<file path="config.mk">
export PLATFORM = sky130hd
export DESIGN_NAME = fir_tap_sequencer
export DESIGN_NICKNAME = d
export VERILOG_FILES = /design/src/rtl/fir_tap_sequencer.sv
export SDC_FILE = /design/constraint.sdc
export NUM_CORES = 1
export LEC_CHECK = 0
export CAP_MARGIN = 15
export CORE_AREA = 2 2 39 41
export DETAILED_ROUTE_END_ITERATION = 8
export DIE_AREA = 0 0 41 43
export PLACE_DENSITY = 0.44
export SYNTH_ARGS = -nofsm -noshare
export SYNTH_HDL_FRONTEND = slang
export SYNTH_SLANG_ARGS = --single-unit
</file>
<file path="constraint.sdc">
create_clock -name clk -period 1.3 [get_ports clk]
set_clock_uncertainty 0.15 [all_clocks]
set_input_delay 0.195 -clock clk [delete_from_list [all_inputs] [get_ports clk]]
set_output_delay 0.195 -clock clk [all_outputs]
set_load 0.02 [all_outputs]
</file>
<file path="src/rtl/fir_tap_sequencer.sv">
// Tap-index down-counter that frames one FIR MAC sweep (N_TAPS-1 .. 0) per sample strobe.
// Optional sticky overrun flag for ignored starts: define FIR_SEQ_OVERRUN_EN.
module fir_tap_sequencer #(
   parameter int N_TAPS   = 8,
   parameter int FREE_RUN = 0,
   localparam int CW      = $clog2(N_TAPS)
) (
   input  logic          clk,
   input  logic          reset,
   input  logic          start,
   input  logic          enable,
`ifdef FIR_SEQ_OVERRUN_EN
   input  logic          ovr_clr,
   output logic          overrun,
`endif
   output logic [CW-1:0] contador,
   output logic          busy,
   output logic          first_tap,
   output logic          last_tap,
   output logic          done
);

   typedef enum logic {IDLE, RUN} state_t;

   localparam logic [CW-1:0] TOP = CW'(N_TAPS - 1);

   state_t          state, state_next;
   logic [CW-1:0]   cnt_next;
   logic            done_next;
   logic            terminal;

   assign terminal  = (contador == '0);
   assign first_tap = busy && (contador == TOP);
   assign last_tap  = busy && terminal;

   // NOTE: every output of this block gets a default first, so no path leaves a latch.
   always_comb begin
      state_next = state;
      cnt_next   = contador;
      done_next  = 1'b0;
      case (state)
         IDLE: begin
            cnt_next = TOP;
            if (start || (FREE_RUN != 0)) state_next = RUN;
         end
         RUN: begin
            if (enable) begin
               if (terminal) begin
                  // Reload instead of wrapping through codes above N_TAPS-1.
                  cnt_next  = TOP;
                  done_next = 1'b1;
                  if (!start && (FREE_RUN == 0)) state_next = IDLE;
               end else begin
                  cnt_next = contador - CW'(1);
               end
            end
         end
         default: state_next = IDLE;
      endcase
   end

   // NOTE: sequential state uses non-blocking assignments so all registers update together.
   always_ff @(posedge clk or posedge reset) begin
      if (reset) begin
         state    <= IDLE;
         contador <= TOP;
         busy     <= 1'b0;
         done     <= 1'b0;
      end else begin
         state    <= state_next;
         contador <= cnt_next;
         busy     <= (state_next == RUN);
         done     <= done_next;
      end
   end

`ifdef FIR_SEQ_OVERRUN_EN
   logic ovr_set;

   // A start that cannot launch a sweep: mid-sweep, or while stalled.
   assign ovr_set = (FREE_RUN == 0) && (state == RUN) && start && (!terminal || !enable);

   always_ff @(posedge clk or posedge reset) begin
      if (reset)        overrun <= 1'b0;
      else if (ovr_set) overrun <= 1'b1;
      else if (ovr_clr) overrun <= 1'b0;
   end
`endif

endmodule

</file>
# Word level (Yosys, flattened, before mapping)
# Cells that the tools add are included.
[totals]
register_bits = 5
inputBits = 4
out_inout_bits = 7
word_cells = 20
[op_classes]
add_sub_neg = 1
eq_ne = 2
mux = 10
n_bitwise = 1
n_reduce_logical = 3
[op_table]
columns = ["cell", "count"]
rows = [
  ["$mux W1", 6],
  ["$mux W3", 2],
  ["$pmux W3 S2", 1],
  ["$eq A3 B3 Y1 const B", 1],
  ["$logic_not A3 Y1", 1],
  ["$sub A3 B1 Y3 const B", 1],
  ["$logic_and A1 B1 Y1", 2],
  ["$ne A2 B2 Y1 const B", 1],
  ["$pmux W1 S2", 1],
  ["$not A1 Y1", 1],
]

# Longest topological paths before layout
# Gate-level depths: netlist of run 1.
[depth]
word_depth = 4
ltp_mapped = 5
depth_no_buf = 5

# Least setup slack after synthesis of run 1
# No wires, ideal clock.
[synth_path]
path_kind = "register to output"
startpoint = "register contador[0]"
endpoint = "output last_tap"
arrival_time_ps = 1234
required_ps = 955
slack_ps = -279
stages_incl_launch_ff = 5
path_cell_list = "dfstp_2 -> inv_1 -> ha_1 -> nor2b_4 -> and2_2"
[synth_via]
elab_chain_len = 2
[synth_lines]
columns = ["item", "line", "source"]
rows = [
  ["start, declared", "16", "output logic [CW-1:0] contador,"],
  ["start signal, assigned", "71", "contador <= cnt_next;"],
  ["$logic_not A3 Y1", "32", "assign terminal = (contador == '0);"],
  ["$logic_and A1 B1 Y1", "34", "assign last_tap = busy && terminal;"],
  ["end, declared", "19", "output logic last_tap,"],
]
# Every way passes these cells.

# Worst setup path in the final report of run 1
# Same ends and word-level chain as after synthesis.

==> results of run 1 <==
==> state kept, by name, summed over array words and instances (netlist names) <==
| name | flops |
|---|---|
| contador | 3 |
| done | 1 |
| state | 1 |
==> cell type report <==
cell class,count,area share (%)
timing repair buffer,25,37.5
multi-input combinational,20,32.2
sequential,5,21.0
clock buffer,4,4.28
tap,16,3.26
inverter,3,1.83
==> cells by family after synthesis <==
logic type | after synthesis | synth area share (%)
compound gates | 5 | 11.0
fa+ha+maj | 3 | 13.2
buf+inv | 4 | 6.61
flops | 5 | 45.4
simple gates | 12 | 23.8
==> synthesized netlist by cell type <==
master	n	share of area, %
and2_2	1	2.6
ha_1	3	13
nand2_1	5	6.6
o21a_1	1	2.6
nor2b_4	1	4.8
nor2_1	2	2.6
buf_4	1	2.6
inv_1	3	4.0
dfstp_2	3	28
o22ai_1	1	2.2
a21o_1	1	2.6
and3_2	2	5.3
nand3_1	1	1.8
o21ai_1	2	3.5
dfrtp_1	2	18
==> worst max-delay path by stage <==
stage	startpoint	end	slack (ns)	cells past startpoint
floorplan	contador[0]	last_tap	-0.17	4
global placement	contador[1]	last_tap	-0.57	5
detailed placement	contador[1]	last_tap	-0.58	5
CTS	contador[0]	last_tap	-0.41	5
global route	contador[1]	last_tap	-0.45	5
finish	contador[0]	last_tap	-0.40	5
==> report_power, final <==
group,internal (mW),leakage (nW),switching (mW)
registers,0.230,0.0544,0.0465
logic,0.454,0.216,0.329
clock network,0.116,0.0150,0.0630
==> timing repair <==
item	CTS	global route
gates resized for setup	43	8
hold endpoints to repair	0	0
pin swaps	7	2
hold buffers	0	0
buffers inserted	4	5
cloned	0	0
endpoints found under the setup margin	12	11
==> per-layer routing <==
| metal | vias up | global-route usage, % | wire length [um] |
|---|---|---|---|
| met2 | 7 | 14.4 | 405 |
| met5 | - | 0 | 0 |
| met3 | 4 | 3.14 | 26 |
| met4 | 0 | 14.0 | 35 |
| met1 | 149 | 11.0 | 285 |
| li1 | 150 | - | - |
==> layout by cell type, fill, tap and decap left out, types with 2 or more instances in the layout <==
cell             netlist  routed
buf_4                  1      12
buf_6                  0       9
clkbuf_4               0       3
clkdlybuf4s50_1        0       3
dfrtp_1                2       2
dfstp_2                3       3
ha_4                   0       2
inv_2                  0       2
nand2_1                5       4
o21ai_2                0       2
==> results.py, run 1 <==
metrics = {
    "power_and_ir_drop": {
        "powerDensity_nw_per_um2": 2020,
        "finalPower_mw": 1.24,
        "leakagePower_nw": 0.285,
        "max-vdd-ir-drop_uv": 753,
    },
    "grt": {
        "grt_pass1_wl_mm": 1.17,
        "grt_pass1_vias": 301,
        "antenna_found_initial": 0,
        "track_usage_pct": 10.8,
        "grt_overflow": 0,
        "grt_max_degree": 9,
    },
    "worst_setup_path": {
        "cp_num_buf_inv": 2,
        "max_stage_delay_ns": 0.54,
        "path_max_fanout": 3,
        "crit_chain": "inv_2, ha_4, nor2b_4, and2_4, buf_6",
        "critPathKind": "reg2out",
        "setup.worst_path.end_class": "output port",
        "r2r-end": "contador[2]",
        "crit_family": "flip-flops",
        "worstPathArrival_ns": 1.36,
        "startpoint_type": "flip-flop",
        "rrSetupSlack_ns": -0.25,
        "worstReg2RegStart": "contador[0]",
        "crit_slowest_cell": "dfstp_2",
        "worstPathRequired_ns": 0.95,
        "r2r_cells": 7,
    },
    "final_layout": {
        "final_core_util_pct": 44.4,
        "final_layout_size_suffix_gt1_share_pct": 70.2,
        "fill_cells": 133,
        "final-seq-area_um2": 129,
        "stdcell_area_um2": 614,
        "final_nets": 65,
        "area_delta_synth_final_pct": 116,
        "multi_input_area_um2": 198,
        "insertedDiodeCount": 0,
        "final_cells": 73,
    },
    "sta": {
        "finalCritPeriodShare_pct": 131,
        "fmax_ghz": 0.587,
        "min_period_ns": 1.70,
        "final.setup.tns_ns": -2.07,
        "rsz0062_at_grt": "true",
        "max_slew.worst_pin.slew_ns": 0.365,
        "final-setup-viol-count": 10,
        "worst_slack_ns": -0.402,
        "slew_viol_final": 0,
        "slew_headroom_pct": 75.6,
        "whs_ns": 0.00230,
        "hold_violations": 0,
    },
    "cts": {
        "cts_tree": "yes",
        "clkSinkCount": 5,
        "cts_buffers": 3,
        "clkLatencyLatePin_ns": 0.24,
        "htreeDepth": 1,
        "clockRootBuffer": "clkbuf_4",
        "ctsLongestPathBuffers": 2,
        "path_clk_slew_ns": 0.04,
    },
    "routing": {
        "num_vias": 310,
        "remaining_drc_errors": 0,
        "vias_per_cell": 4.25,
        "drt_wl_total_um": 753,
        "wl_per_cell_um": 10.3,
        "drt_iter0_markers": 4,
        "postRouteAntennaNets": 0,
        "dr.pass1.iters": 2,
    },
    "yosys": {
        "syn-num-nets": 36,
        "yosysSeqAreaShare_pct": 45.4,
        "synth_cell_type_count": 15,
        "netlist_instances": 29,
        "syn_avg_cell_area_um2": 9.79,
        "yosysWarningCount": 0,
        "synth_seq_cells": 5,
        "syn_area_um2": 284,
    },
    "flow_run": {
        "maxCapViolCount": 0,
    },
    "floorplanning": {
        "start_util_pct": 20.5,
        "fp-row-count": 14,
        "pin_count": 11,
        "die_area_um2": 1760,
        "core_area_um2": 1380,
        "chipHeight_um": 43,
        "die_w_um": 41,
    },
    "status": {
        "status": "finished with violations",
        "violations": "setup timing",
    },
    "placed_design": {
        "dp_slack_ns": -0.583,
        "place.gp.congestion": 0.642,
        "dp_hpwl_um": 467,
        "port-buffer-count": 10,
        "dpl_cell_area_um2": 463,
        "placed_cells_incl_taps": 61,
    },
    "min_path": {
        "holdCritPathClass": "in2async",
    },
}
(Power assumes the default switching activity.)
==> run 2: changes to the inputs <==
DONT_BUFFER_PORTS = 1   (was default)
PLACE_DENSITY = 0.33   (was 0.44)
==> run 2 against run 1 <==
The run still ends with setup timing left. Cell area fell by 23%. Clock power fell by 4%. Worst hold slack improved by 0.0028 ns. Register-to-register slack improved by 0.07 ns. Power fell by 20%. Die area did not move. Sequential power barely moved. Fmax rose by 5.0%. Sequential share of layout area rose by 6.3 points. Final cell count fell by 16%.
==> results.py, run 2 (synthesized netlist as in run 1, its figures left out) <==
metrics = {
    "final_layout": {
        "final_common_cell": "buf_4",
        "area_delta_synth_final_pct": 66.1,
        "final_nets": 53,
        "insertedDiodeCount": 0,
        "largestRegisters": "contador (3), done (1), state (1)",
        "fill_cells": 145,
        "largest_register_ffs": 3,
        "top_register": "contador",
        "final_layout_size_suffix_gt1_share_pct": 57.8,
        "final_core_util_pct": 34.1,
        "stdcell_area_um2": 472,
        "final_cell_mix": "buf_4 (6), nand2_1 (5), buf_6 (4)",
    },
    "min_path": {
        "holdCritPathClass": "in2reg",
        "min-delay-start": "enable",
    },
    "cts": {
        "cts_tree": "yes",
        "ctsLongestPathBuffers": 2,
        "clockRootBuffer": "clkbuf_4",
        "clkLatencyLatePin_ns": 0.24,
        "path_clk_slew_ns": 0.04,
        "clkSinkCount": 5,
        "htreeDepth": 1,
        "cts_buffers": 3,
    },
    "grt": {
        "grt_overflow": 0,
        "track_usage_pct": 10.1,
        "grt_pass1_wl_mm": 1.17,
        "grt_max_degree": 6,
        "antenna_found_initial": 0,
        "top_usage_layer": "met2",
        "grt_use_met1_pct": 11.8,
        "met2_usage_pct": 15.3,
        "grt_pass1_vias": 290,
        "grt_util_met3_pct": 0,
    },
    "routing": {
        "postRouteAntennaNets": 0,
        "vias_per_cell": 4.11,
        "wl_per_cell_um": 10.8,
        "drt_iter0_markers": 0,
        "num_vias": 251,
        "remaining_drc_errors": 0,
        "drt_wl_total_um": 659,
        "dr.pass1.iters": 1,
    },
    "worst_setup_path": {
        "worstPathArrival_ns": 1.28,
        "max_stage_delay_ns": 0.54,
        "path_max_fanout": 2,
        "setup.worst_path.end_class": "output port",
        "critPathKind": "reg2out",
        "startpoint_type": "flip-flop",
        "startpoint": "contador[1]",
        "cp_num_buf_inv": 1,
        "rrSetupSlack_ns": -0.18,
        "crit_chain": "inv_2, ha_4, nor2b_4, and2_4",
        "crit_slowest_cell": "dfstp_2",
        "worstPathRequired_ns": 0.95,
        "worstReg2RegStart": "contador[0]",
        "crit_family": "flip-flops",
    },
    "sta": {
        "whs_ns": 0.00510,
        "max_slew.worst_pin.slew_ns": 0.192,
        "rsz0062_at_grt": "true",
        "slew_viol_final": 0,
        "worst_slack_ns": -0.321,
        "hold_violations": 0,
        "slew_headroom_pct": 87.1,
        "finalCritPeriodShare_pct": 125,
        "final-setup-viol-count": 10,
        "min_period_ns": 1.62,
        "fmax_ghz": 0.617,
    },
    "floorplanning": {
        "chipHeight_um": 43,
        "fp-row-count": 14,
        "die_w_um": 41,
        "start_util_pct": 20.5,
        "die_area_um2": 1760,
        "pin_count": 11,
        "core_area_um2": 1380,
    },
    "placed_design": {
        "place.gp.congestion": 0.644,
        "port-buffer-count": 0,
        "dp_hpwl_um": 482,
        "dpl_cell_area_um2": 355,
    },
    "status": {
        "violations": "setup timing",
        "status": "finished with violations",
    },
    "power_and_ir_drop": {
        "finalPower_uw": 993,
        "powerDensity_nw_per_um2": 2100,
        "leakagePower_nw": 0.214,
        "max-vdd-ir-drop_uv": 619,
    },
    "flow_run": {
        "maxCapViolCount": 0,
    },
}
[run 2: changes by cell type in the layout (fill, tap and decap cells not counted), sizes merged]
cell | previous run | this run
buf | 21 | 10
clkdlybuf4s50 | 3 | 0
dlygate4sd3 | 0 | 3
dlygate4sd2 | 1 | 0
[run 2: where the power goes]
group | internal [mW] | leakage (nW) | total [mW] | switching, mW
Sequential | 0.230 | 0.0544 | 0.279 | 0.0485
Combinational | 0.289 | 0.145 | 0.542 | 0.253
Clock | 0.116 | 0.0150 | 0.172 | 0.0565
[run 2: final timing paths]
path | endpoint | cells after the start
worst max-delay path | last_tap | 4
worst min-delay path | contador[2] | 3
worst max register to register | contador[2] | 6
worst min register to register | contador[2] | 1
max in group asynchronous | contador[2] | 2
min in group asynchronous | state | 2
[run 2: cell type report]
type | instances | area (um^2) | share of cell area, %
sequential | 5 | 129 | 27.3
tap | 16 | 20.0 | 4.24
inverter | 3 | 11.3 | 2.39
clock buffer | 4 | 26.3 | 5.57
timing repair buffer | 13 | 120 | 25.5
multi-input combinational | 20 | 165 | 35.0
[run 2: what timing repair did]
action,CTS,global route
setup endpoints to repair,8,10
hold buffers,3,0
endpoints found under the hold margin,9,0
buffers inserted,5,0
resized for setup,8,1
pin swaps,1,1
[run 2: per-stage QoR]
step	TNS, ns	instances	worst slack [ns]
finish	-1.32	61	-0.321
global placement	-0.300	50	-0.0888
floorplan	-0.552	29	-0.169
CTS	-1.79	62	-0.328
global route	-1.80	61	-0.364
detailed placement	-0.295	50	-0.0932
[run 2: worst min-delay path: cells and delay by family]
family             cells  cell delay, ns
AOI/OAI and AO/OA      1            0.07
and+or+nand+nor        2            0.11
[run 2: metal layers]
layer  vias to the layer above  wire (um)
li1                        125          -
met1                       118        278
met2                         6        345
met3                         2         24
met4                         0         10
met5                         -          0
